### src/rtl/fpu16_result_fifo.sv
// rtl/fpu16_result_fifo.sv - in-order result buffer between the FP16 FPU and writeback
//
// Purpose:
//   Captures each FPU result (op, value, condition codes, comparison flags) on a
//   valid/ready handshake into a DEPTH-entry circular FIFO. It presents the head
//   entry to the writeback consumer and keeps sticky condition codes so software
//   can poll for exceptions.
//
// Ports:
//   clock, reset          - rising-edge clock; asynchronous active-high reset
//   inValid / inReady     - producer handshake (inReady = !full)
//   inOp, inResult,
//   inCondCodes, inComps  - result fields captured on a push
//   outValid / outReady   - consumer handshake (outValid = !empty)
//   outOp, outResult,
//   outCondCodes, outComps- head entry fields, forced to zero while empty
//   count                 - current occupancy, 0..DEPTH
//   clearSticky           - clears the sticky flags (a same-cycle push still lands)
//   stickyCondCodes       - OR of condition codes of all pushes since reset/clear

module fpu16_result_fifo #(
  parameter int DEPTH = 4,
  parameter int CNT_W = $clog2(DEPTH) + 1
) (
  input  logic             clock,
  input  logic             reset,
  input  logic             inValid,
  output logic             inReady,
  input  logic [1:0]       inOp,
  input  logic [15:0]      inResult,
  input  logic [3:0]       inCondCodes,
  input  logic [2:0]       inComps,
  output logic             outValid,
  input  logic             outReady,
  output logic [1:0]       outOp,
  output logic [15:0]      outResult,
  output logic [3:0]       outCondCodes,
  output logic [2:0]       outComps,
  output logic [CNT_W-1:0] count,
  input  logic             clearSticky,
  output logic [3:0]       stickyCondCodes
);

  localparam int PTR_W   = $clog2(DEPTH);
  localparam int ENTRY_W = 25;

  logic [ENTRY_W-1:0] mem [DEPTH];
  logic [PTR_W-1:0]   wp;
  logic [PTR_W-1:0]   rp;
  logic [CNT_W-1:0]   occupancy;
  logic [3:0]         sticky;
  logic               full;
  logic               empty;
  logic               push;
  logic               pop;
  logic [ENTRY_W-1:0] headEntry;

  // Full/empty come from the registered count only, so neither handshake
  // output depends combinationally on inValid or outReady. A pop on a full
  // cycle does not open a slot until the following cycle.
  assign full  = (occupancy == CNT_W'(DEPTH));
  assign empty = (occupancy == '0);
  assign push  = inValid & ~full;
  assign pop   = outReady & ~empty;

  // Storage carries no reset; validity is tracked by the count alone.
  always_ff @(posedge clock) begin
    if (push) begin
      mem[wp] <= {inOp, inResult, inCondCodes, inComps};
    end
  end

  always_ff @(posedge clock or posedge reset) begin
    if (reset) begin
      wp        <= '0;
      rp        <= '0;
      occupancy <= '0;
      sticky    <= '0;
    end else begin
      if (push) begin
        wp <= wp + PTR_W'(1);
      end
      if (pop) begin
        rp <= rp + PTR_W'(1);
      end
      if (push && !pop) begin
        occupancy <= occupancy + CNT_W'(1);
      end else if (pop && !push) begin
        occupancy <= occupancy - CNT_W'(1);
      end
      // Clear takes effect before the OR, so clear+push leaves only the new codes.
      sticky <= (clearSticky ? 4'h0 : sticky) | (push ? inCondCodes : 4'h0);
    end
  end

  // Head is masked to zero while empty so stale storage never leaks out.
  assign headEntry = empty ? '0 : mem[rp];

  assign inReady         = ~full;
  assign outValid        = ~empty;
  assign outOp           = headEntry[24:23];
  assign outResult       = headEntry[22:7];
  assign outCondCodes    = headEntry[6:3];
  assign outComps        = headEntry[2:0];
  assign count           = occupancy;
  assign stickyCondCodes = sticky;

endmodule

### config.mk
export PLATFORM = sky130hd
export DESIGN_NAME = fpu16_result_fifo
export DESIGN_NICKNAME = d
export VERILOG_FILES = /design/src/rtl/fpu16_result_fifo.sv
export SDC_FILE = /design/constraint.sdc
export NUM_CORES = 1
export LEC_CHECK = 0
export ABC_AREA = 1
export CAP_MARGIN = 20
export CORE_MARGIN = 2
export CORE_UTILIZATION = 45
export DETAILED_ROUTE_END_ITERATION = 10
export HOLD_SLACK_MARGIN = 0.15
export PLACE_DENSITY = 0.67
export SETUP_SLACK_MARGIN = 0.02
export SKIP_CTS_REPAIR_TIMING = 1
export SYNTH_ARGS = -nofsm -noshare
export SYNTH_HDL_FRONTEND = slang
export SYNTH_SLANG_ARGS = --single-unit
### constraint.sdc
create_clock -name clock -period 3.5 [get_ports clock]
set_clock_uncertainty 0.15 [all_clocks]
set_input_delay 0.7 -clock clock [delete_from_list [all_inputs] [get_ports clock]]
set_output_delay 0.7 -clock clock [all_outputs]
set_load 0.005 [all_outputs]
# Yosys cells after proc, flatten, opt, wreduce, memory -nomap -nowiden
# Memory sizes are Yosys's and may differ from the RTL's.
# Cells that the tools add are included.
[word_totals]
mem_count = 1
out_inout_bits = 34
input_bits = 30
word_cells = 28
regBits = 11
ramBits = 100
[op_classes]
bitwise_logic = 5
n_mux = 7
n_addsub = 4
n_reduce_logical = 6
eq_ne = 1
[mem_list]
columns = ["name", "depth", "width", "rd", "rd_clocked_by_memory_dff", "write_ports", "line_no", "text"]
rows = [
  ["mem", 4, 25, 1, 0, 1, "47", "logic [ENTRY_W-1:0] mem [DEPTH];"],
]
[op_table]
columns = ["op", "n"]
rows = [
  ["$mux 25", 1],
  ["$mux 4", 2],
  ["$mux 3", 2],
  ["$add 2x1->2 const B", 2],
  ["$or 4x4->4", 1],
  ["$add 3x1->3 const B", 1],
  ["$eq 3x3->1 const B", 1],
  ["$logic_not 3->1", 1],
  ["$sub 3x1->3 const B", 1],
  ["$and 1x1->1", 2],
  ["$logic_and 1x1->1", 2],
  ["$logic_not 1->1", 2],
  ["$mux 1", 2],
  ["$not 1->1", 2],
  ["$reduce_bool 2->1", 1],
]

# Depth between registers and ports, before layout
[logic_depth]
ltp_word = 7
mapped_depth = 12
mapped_depth_nobuf = 12

# Least setup slack after synthesis
# Ideal clock, no wire load.
[synth_path]
path_kind = "input to register"
startpoint = "input port inValid"
endpoint = "memory mem[0][0] (enable)"
arrival_time_ns = 1.868
n_path_buf = 0
setup_time_ns = 0.407
slack_ns = 1.075
cell_stages = 2
t_required_ns = 2.943
cell_sequence = "nand2_2 > nor2_1"
[synth_between]
elab_chain_len = 3
[synth_rtl]
columns = ["item", "line_no", "text"]
rows = [
  ["start, declared", "27", "input logic inValid,"],
  ["$and 1x1->1", "63", "assign push = inValid & ~full;"],
  ["$mux 1", "68", "if (push) begin"],
  ["$mux 1 (implied by the code)", "69", "mem[wp] <= {inOp, inResult, inCondCodes, inComps};"],
  ["end, declared", "47", ""],
]
# Every way passes these cells.

# Final worst setup path
[layout_path]
startpoint = "register rp[0]"
endpoint = "output port outOp[0]"
[layout_between]
elab_chain_len = 2
[layout_rtl]
columns = ["item", "line_no", "text"]
rows = [
  ["start, declared", "49", "logic [PTR_W-1:0] rp;"],
  ["start signal, assigned", "84", "rp <= rp + PTR_W'(1);"],
  ["$mem_v2 4x25", "n/a", ""],
  ["$mux 25", "97", "assign headEntry = empty ? '0 : mem[rp];"],
  ["end, declared", "35", "output logic [1:0] outOp,"],
]
# Every way passes these cells.

==> results.sh <==
export IMPL_final_cell_mix="nand2_1 (126), inv_1 (113), edfxtp_1 (100), clkdlybuf4s50_1 (63), nand3_1 (53)"
export IMPL_drive_gt1_share_pct=6.343
export IMPL_die_w_um=108.1
export IMPL_dp_cells=660
export IMPL_tightest_slew_ns=0.5285
export IMPL_multi_input_area_sq_mm=0.001031
export IMPL_via_per_inst=4.670
export IMPL_critPathKind="reg -> out"
export IMPL_numCtsBuffers=9
export IMPL_worst_ir_drop_vdd_mv=0.4168
export IMPL_dpl_cell_area_sq_mm=0.005608
export IMPL_cellPowerDensity_mw_per_mm2=783.7
export IMPL_rsz0062_at_grt="no"
export IMPL_finalCritPeriodShare_pct=87.99
export IMPL_clock_root_buffer="clkbuf_8"
export IMPL_drt_pass1_iterations=4
export IMPL_register_area_sq_mm=0.003279
export IMPL_cts_sinks=111
export IMPL_end_kind="output port"
export IMPL_path_max_fanout=51
export IMPL_drt_total_wl_mm=9.393
export IMPL_nFillCells=929
export IMPL_synth_yosys_seq_area_share_pct=67.16
export IMPL_numPortBuffers=63
export IMPL_final_setup_tns_ns=0
export IMPL_syn_inst=469
export IMPL_antenna_found_initial=0
export IMPL_crit_slowest_cell="dfrtp_2"
export IMPL_synth_area_sq_mm=0.004881
export IMPL_grt_overflow_total=0
export IMPL_period_needed_ns=3.080
export IMPL_start_util_pct=45.63
export IMPL_leakage_nw=2.541
export IMPL_core_rowCount=38
export IMPL_crit_chain="inv_4 -> nand2_1 -> nand3_1 -> a21oi_1 -> clkdlybuf4s50_1"
export IMPL_diodes=0
export IMPL_hold_viol_final=0
export IMPL_synth_top_area_share_pct=61.52
export IMPL_finalNonFillerCells=676
export IMPL_vias=3157
export IMPL_status="complete, no violations"
export IMPL_synth_top_area_cell="edfxtp_1"
export IMPL_grt_pass1_vias=3162
export IMPL_cts_tree="yes"
export IMPL_grt_pass1_wl_mm=15.13
export IMPL_ant_nets=0
export IMPL_critical_path_max_stage_delay_ns=0.60
export IMPL_fp_dieH_um=108.1
export IMPL_dp_hpwl_mm=5.663
export IMPL_max_freq_mhz=324.7
export IMPL_core_area_sq_mm=0.01070
export IMPL_drt_initial_drc_count=159
export IMPL_ys_types=20
export IMPL_wl_per_cell_um=13.89
export IMPL_worstPathRequired_ns=2.65
export IMPL_stdcell_area_sq_mm=0.005812
export IMPL_arrival_ns=2.23
export IMPL_clk_pin_slew_ns=0.11
export IMPL_syn_avg_cell_area_sq_um=10.41
export IMPL_grt_usage_pct=17.16
export IMPL_startpoint_type="flip-flop"
export IMPL_area_delta_synth_final_pct=19.07
export IMPL_synth_area_top_cells="edfxtp_1 (62%), nand2_1 (9.7%), inv_1 (8.7%)"
export IMPL_setup_viol=0
export IMPL_reg2reg_slack_ns=1.40
export IMPL_layout_commonest_cell="nand2_1"
export IMPL_drc=0
export IMPL_nets=567
export IMPL_clk_latency_ns=0.37
export IMPL_grt_max_degree=52
export IMPL_place_congestion=0.7514
export IMPL_pin_count=64
export IMPL_holdWs_ns=0.3493
export IMPL_slew_headroom_pct=64.72
export IMPL_die_area_sq_mm=0.01170
export IMPL_syn_nets=505
export IMPL_maxSlewViolCount=0
export IMPL_htree_num_levels=3
export IMPL_cts_buffer_depth=2
export IMPL_hold_path_class="reg -> reg"
export IMPL_yosys_register_bits=111
export IMPL_synth_warnings=0
export IMPL_drv_cap=0
final timing paths:
path | from | endpoint | cells after the start
setup reg to reg | count[1] | count[1] | 9
min in group asynchronous | reset | stickyCondCodes[0] | 2
hold reg to reg | stickyCondCodes[0] | stickyCondCodes[0] | 2
setup / recovery | rp[0] | outOp[0] | 5
max in group asynchronous | reset | rp[0] | 2
hold / removal | stickyCondCodes[0] | stickyCondCodes[0] | 2
kinds of logic (layout without fill, tap and decap cells):
group           Yosys count  count (layout)  synth area share [%]
xor+xnor                  2               2                0.3589
buf+inv                 136             203                 11.92
flops                   111             111                 67.16
simple gates            187             187                 16.10
compound gates           27              27                 2.769
fa+ha+maj                 6               6                 1.692
per-layer routing:
layer | part of all wire [%] | wire length (um) | vias up | global-route usage, %
met4 | 1.6 | 153 | 0 | 6.410
met2 | 51 | 4754 | 61 | 29.07
met3 | 4.1 | 388 | 14 | 3.858
li1 | - | - | 1590 | -
met1 | 44 | 4096 | 1492 | 21.64
met5 | 0 | 0 | - | 0
state kept, by name, indices dropped and copies added, names as in the netlist:
signal,cells
count,3
mem,100
rp,2
stickyCondCodes,4
wp,2
layout make-up:
class	count	share of cell area [%]
flip-flops and latches	111	56.43
multi-input cells	222	17.74
repair buffers	69	11.63
inverters	118	7.686
well taps	140	3.014
clock buffers	9	2.131
clock inverters	7	1.378
per-stage QoR:
step / setup WS [ns] / util [%] / total power [mW]
after floorplan: 1.075 / - / 2.985
after global placement: 0.8271 / 52.42 / 3.783
after detailed placement: 0.8235 / 52.42 / 3.827
after CTS: 0.3966 / 54.33 / 4.601
after global routing: 0.2531 / 54.33 / 4.886
final: 0.4205 / 54.33 / 4.555
cell usage after synthesis:
library cell    n
ha_1            5
nand2_2         1
fa_1            1
buf_4           3
inv_4           1
buf_2           9
edfxtp_1      100
nor2_1          4
nand3_1        53
inv_1         113
xnor2_1         2
o21ai_0         2
nand2_1       126
clkinv_2        1
buf_6           6
nand4_1         1
inv_2           3
nand3_2         2
dfrtp_1        11
a21oi_1        25
power by group:
group          leakage (nW)  switching [mW]  internal, mW
Clock                0.0973           0.441         0.341
Combinational          1.39            1.04         0.867
Sequential             1.05           0.121          1.74
worst max-delay path: cells and delay by family, from the launching register on:
kind | cells | cell delay (ns)
and+or+nand+nor | 2 | 0.19
buffers and inverters | 2 | 0.83
AOI/OAI and AO/OA | 1 | 0.23
DFF | 1 | 0.60
No activity file was read; power rests on OpenSTA's default activity.
